### src/rtl/cm0_pkg.sv
// Types and constants shared by the core pipeline: the flag register layout,
// the register index type, the PC index and the ALU opcode set.
package cm0_pkg;

   localparam int DATA_W    = 32;
   localparam int REG_IDX_W = 4;
   localparam int PC_IDX    = 15;

   localparam int FLAG_N = 3;
   localparam int FLAG_Z = 2;
   localparam int FLAG_C = 1;
   localparam int FLAG_V = 0;

   typedef logic [REG_IDX_W-1:0] reg_idx_t;

   typedef struct packed {
      logic n;
      logic z;
      logic c;
      logic v;
   } flags_t;

   typedef enum logic [3:0] {
      ALU_ADD = 4'h0,
      ALU_ADC = 4'h1,
      ALU_SUB = 4'h2,
      ALU_SBC = 4'h3,
      ALU_AND = 4'h4,
      ALU_ORR = 4'h5,
      ALU_EOR = 4'h6,
      ALU_BIC = 4'h7,
      ALU_LSL = 4'h8,
      ALU_LSR = 4'h9,
      ALU_ASR = 4'hA,
      ALU_ROR = 4'hB,
      ALU_NOT = 4'hC
   } alu_op_t;

endpackage

### src/rtl/alu_writeback.sv
// Execute/writeback stage: one-deep valid/ready register after the ALU, the
// architectural NZCV register, register-file/PC write strobes and forwarding.
module alu_writeback #(
   parameter int DATA_W = 32,
   parameter int RIDX_W = 4,
   parameter int PC_IDX = 15
) (
   input  logic              clk,
   input  logic              rst,
   input  logic              ex_valid,
   output logic              ex_ready,
   input  logic [RIDX_W-1:0] ex_rd,
   input  logic              ex_wr_en,
   input  logic              ex_flag_en,
   input  logic [DATA_W-1:0] alu_result,
   input  logic [3:0]        alu_flag_q,
   output logic [3:0]        apsr_flag,
   input  logic              flush,
   output logic              wb_valid,
   input  logic              wb_ready,
   output logic [RIDX_W-1:0] wb_rd,
   output logic [DATA_W-1:0] wb_data,
   output logic              wb_we,
   output logic              wb_pc_we,
   input  logic [RIDX_W-1:0] fwd_idx_a,
   input  logic [RIDX_W-1:0] fwd_idx_b,
   output logic              fwd_hit_a,
   output logic              fwd_hit_b,
   output logic [DATA_W-1:0] fwd_data,
   output logic [31:0]       retired
);
   import cm0_pkg::*;

   localparam logic [RIDX_W-1:0] PC_SEL = RIDX_W'(PC_IDX);

   logic              valid_reg,   valid_next;
   logic [RIDX_W-1:0] rd_reg,      rd_next;
   logic [DATA_W-1:0] data_reg,    data_next;
   logic              wr_en_reg,   wr_en_next;
   flags_t            apsr_reg,    apsr_next;
   logic [31:0]       retired_reg, retired_next;

   logic accept;
   logic consume;
   logic is_pc;

   assign ex_ready = ~flush & (~valid_reg | wb_ready);
   assign accept   = ex_valid & ex_ready;
   assign consume  = valid_reg & wb_ready;

   always_comb begin
      valid_next   = valid_reg;
      rd_next      = rd_reg;
      data_next    = data_reg;
      wr_en_next   = wr_en_reg;
      apsr_next    = apsr_reg;
      retired_next = retired_reg;

      // An accept overwrites a consumed entry in the same edge, so no bubble.
      if (accept) begin
         valid_next = 1'b1;
         rd_next    = ex_rd;
         data_next  = alu_result;
         wr_en_next = ex_wr_en;
      end else if (consume || flush) begin
         valid_next = 1'b0;
      end

      // Flags commit at accept so the very next ALU op sees them.
      if (accept && ex_flag_en)
         apsr_next = flags_t'(alu_flag_q);

      if (consume)
         retired_next = retired_reg + 32'd1;
   end

   always_ff @(posedge clk) begin
      if (rst) begin
         valid_reg   <= 1'b0;
         rd_reg      <= '0;
         data_reg    <= '0;
         wr_en_reg   <= 1'b0;
         apsr_reg    <= '0;
         retired_reg <= '0;
      end else begin
         valid_reg   <= valid_next;
         rd_reg      <= rd_next;
         data_reg    <= data_next;
         wr_en_reg   <= wr_en_next;
         apsr_reg    <= apsr_next;
         retired_reg <= retired_next;
      end
   end

   assign is_pc     = (rd_reg == PC_SEL);
   assign wb_valid  = valid_reg;
   assign wb_rd     = rd_reg;
   assign wb_data   = data_reg;
   assign wb_we     = valid_reg & wr_en_reg & ~is_pc;
   assign wb_pc_we  = valid_reg & wr_en_reg & is_pc;
   assign apsr_flag = apsr_reg;
   assign retired   = retired_reg;
   assign fwd_data  = data_reg;

   logic [RIDX_W-1:0] fwd_idx [2];
   logic [1:0]        fwd_hit;

   assign fwd_idx[0] = fwd_idx_a;
   assign fwd_idx[1] = fwd_idx_b;

   // A PC-destination entry never forwards; the PC is read from its own path.
   for (genvar gi = 0; gi < 2; gi++) begin : g_fwd
      assign fwd_hit[gi] = valid_reg & wr_en_reg & (rd_reg == fwd_idx[gi])
                         & (fwd_idx[gi] != PC_SEL);
   end

   assign fwd_hit_a = fwd_hit[0];
   assign fwd_hit_b = fwd_hit[1];

endmodule

### config.mk
export PLATFORM = sky130hd
export DESIGN_NAME = alu_writeback
export DESIGN_NICKNAME = d
export VERILOG_FILES = /design/src/rtl/cm0_pkg.sv /design/src/rtl/alu_writeback.sv
export SDC_FILE = /design/constraint.sdc
export NUM_CORES = 1
export LEC_CHECK = 0
export CAP_MARGIN = 20
export CELL_PAD_IN_SITES_DETAIL_PLACEMENT = 0
export CELL_PAD_IN_SITES_GLOBAL_PLACEMENT = 1
export CORE_MARGIN = 4
export CORE_UTILIZATION = 25
export CTS_CLUSTER_DIAMETER = 60
export DETAILED_ROUTE_END_ITERATION = 8
export GPL_TIMING_DRIVEN = 0
export PLACE_DENSITY = 0.81
export SYNTH_ARGS = -nofsm -noshare
export SYNTH_HDL_FRONTEND = slang
export SYNTH_SLANG_ARGS = --single-unit
### constraint.sdc
create_clock -name clk -period 2.2 [get_ports clk]
set_input_delay 0.33 -clock clk [delete_from_list [all_inputs] [get_ports clk]]
set_output_delay 0.33 -clock clk [all_outputs]
set_load 0.1 [all_outputs]
==> summary.txt <==
Outcome
  – Status: complete, no violations

Cells and area
  – Final instance area: 5620 µm²
  – Layout cell share with drive strength beyond 1: approximately 16%
  – Ant diodes: 0
  – Final-stage net count: about 650
  – Area delta synth->final: 64.9%

Drt
  – Drt wl/cell: 14.3 µm
  – Via count: about 3,500
  – Drt first-iter violations: ~120
  – Drt pass-1 iters: 4
  – Detail Route Antenna Nets: 0
  – Vias per inst: ~4.5
  – DRT Wirelength: 11.0 mm
  – Number of remaining DRC errors: 0

Yosys
  – Ranking of synthesized cells by area: dfxtp_1, nand2_1, a21oi_1
  – Synthesized net count: 472
  – Synth cell types: 31
  – Fraction of registers with async set/reset: 0%
  – Mapped Cells: 416
  – Yosys top cell area share: between 40% and 50%
  – Most used DFF post-synth: dfxtp_1
  – Synth area leader: dfxtp_1
  – EDFF count, synth: 0
  – Syn. warnings: 0
  – Mapped cell area: ~3400 µm²
  – Synth Register Bits: 74
  – Seq/Total Area, Yosys: a little over two fifths
  – Avg Synthesized Cell Area: roughly 8 µm²

STA
  – Period utilisation layout: 98.1%
  – Final Hold Vio Count: 0
  – Crit path time final: ~2.2 ns
  – Final WS setup: 0.0411 ns
  – RSZ-0062 raised after global routing: true
  – Final setup fails: 0
  – Rel. slew slack: 33.0%
  – Final hold slack: 0.455 ns
  – Highest Clock Rate: 0.463 GHz
  – Worst Tran Pin Value: 1.00 ns
  – Setup Skew: 0.00727 ns
  – Slew Viols, Final: 0

Clock tree
  – Setup bufs post-CTS: 0
  – Clock transition at path regs: 0.05 ns
  – CTS Hold Buffers Added: 0
  – Clock Sinks: 74
  – CTS tree: done
  – Num CTS Buffers: 9
  – Clock root buffer: clkbuf_16
  – Clk Latency, worst-skew pair: 0.33 ns
  – H-tree levels: 3
  – Clk buf depth: 2

Floorplan
  – Die area: 15,600 µm²
  – Boundary Pins: 165
  – Core area: 13,300 µm²
  – Die width: 125 µm
  – Std cell rows: 42
  – Starting density of the core: 25.6%
  – Die height: 125 µm

Placed design
  – RePlAce Congestion: 0.791
  – Placed cell areas: 5330 µm²
  – DP HPWL: between 8 and 9 mm
  – DP Worst Slack: -0.454 ns
  – Port bufs: 164

Flow run
  – Max Cap Viol: 0

Setup path
  – Critical path data required time: 1.87 ns
  – CP max stage delay: approximately 1.1 ns
  – Worst path arrival time: 1.83 ns
  – Crit end category: output port
  – Critical path launch point type: flip-flop
  – Crit-path leading delay family: buffers and inverters
  – Slowest-stage cell, CP: clkdlybuf4s50_1
  – WP buf/inv: 1
  – Setup CP Type: flip-flop to output port
  – Critical-path cell list: clkdlybuf4s50_1
  – Worst-path maximum fanout: 3

GRT
  – GR Overflow Total: 0
  – Number of global-route vias before repair: ~3,600
  – First-pass GRT wire length: 18.1 mm
  – GRT Total Usage: 14.2%
  – Largest net degree at the start of global routing: 12
  – Antenna violations before repair: 0

Worst hold path
  – HP Class: flip-flop to flip-flop

Power
  – Max VDD drop: 0.000329 V
  – Tot Pwr: 3.74 mW
  – Leakage: 2.76 nW
  – Pwr dens: 666 nW/µm²
-- Yosys cell counts (5+ instances only) --
master and number:
nor2_1 21, nor2b_1 7, clkbuf_1 14, xnor2_1 10
nand2_1 94, a21oi_1 57, o31ai_1 8, xor2_1 8
o21ai_0 7, dfxtp_1 74, nand3_1 15, nand4_1 13
buf_4 32, or4_1 9, inv_1 5, or3_1 6
and4_1 8
-- layout make-up --
type	instances	area [µm²]
Timing Repair Buffer	164	1630
Inverter	5	18.8
Buffer	53	338
Clock inverter	3	65.1
Clock buffer	12	236
Tap cell	176	220
Sequential cell	74	1520
Multi-Input combinational cell	284	1600
Fill cell	1328	7670
-- per-layer routing --
metal	share of wire, %	up-vias	track usage [%]
met4	1.7	0	5.54
li1	-	1751	-
met2	48	131	23.0
met5	0	-	0
met3	8.7	13	5.79
met1	42	1605	16.6
-- timing repair --
action,CTS,global route
gates resized for setup,78,32
endpoints found under the setup margin,68,31
endpoints found under the hold margin,0,0
-- per-stage QoR --
step           cells  setup TNS, ns  util [%]
2_1_floorplan    416              0         -
3_3_place_gp     756          -3.71      40.1
3_5_place_dp     756          -5.02      40.1
4_1_cts          771              0      41.8
5_1_grt          771       -0.00250      42.3
6_report         771              0      42.3
-- worst min-delay path: cells and delay by family (launching register included) --
kind,cells,cell delay (ns)
AO/OA/AOI/OAI,1,0.05
flip-flops,1,0.30
AND/OR/NAND/NOR,1,0.05
-- cells in the final DEF, fill, tap and decap left out, drive strengths merged, types with 15 or more instances in the layout --
master,n
nand4,15
dlygate4sd2,63
nand3,15
dlymetal6s2s,27
nand2,94
buf,40
nor2,21
clkdlybuf4s50,69
a21oi,57
clkbuf,26
dfxtp,74
-- report_power, final --
group,internal (mW),switching (mW)
logic,0.222,0.587
registers,1.38,0.0329
clock network,0.986,0.536
total,2.59,1.16
-- final timing paths --
kind / depth (start not counted) / endpoint / slack [ns] / start
worst max-delay path: 1 / fwd_data[20] / 0.04 / fwd_data[20]
worst min-delay path: 2 / apsr_flag[2] / 0.45 / apsr_flag[2]
worst max register to register: 5 / retired[25] / 0.31 / wb_valid
worst min register to register: 2 / apsr_flag[2] / 0.45 / apsr_flag[2]
-- kinds of logic (layout without fill, tap and decap cells) --
family / Yosys count / in the layout / synth area share, %
multiplexers: 6 / 6 / 1.98
flip-flops: 74 / 74 / 43.5
AO/OA/AOI/OAI: 72 / 72 / 11.2
XOR/XNOR: 18 / 18 / 4.63
adder cells (fa/ha/maj): 1 / 1 / 0.367
buffers and inverters: 58 / 237 / 10.5
AND/OR/NAND/NOR: 187 / 187 / 27.9
Power figures use the tool's default switching activity.
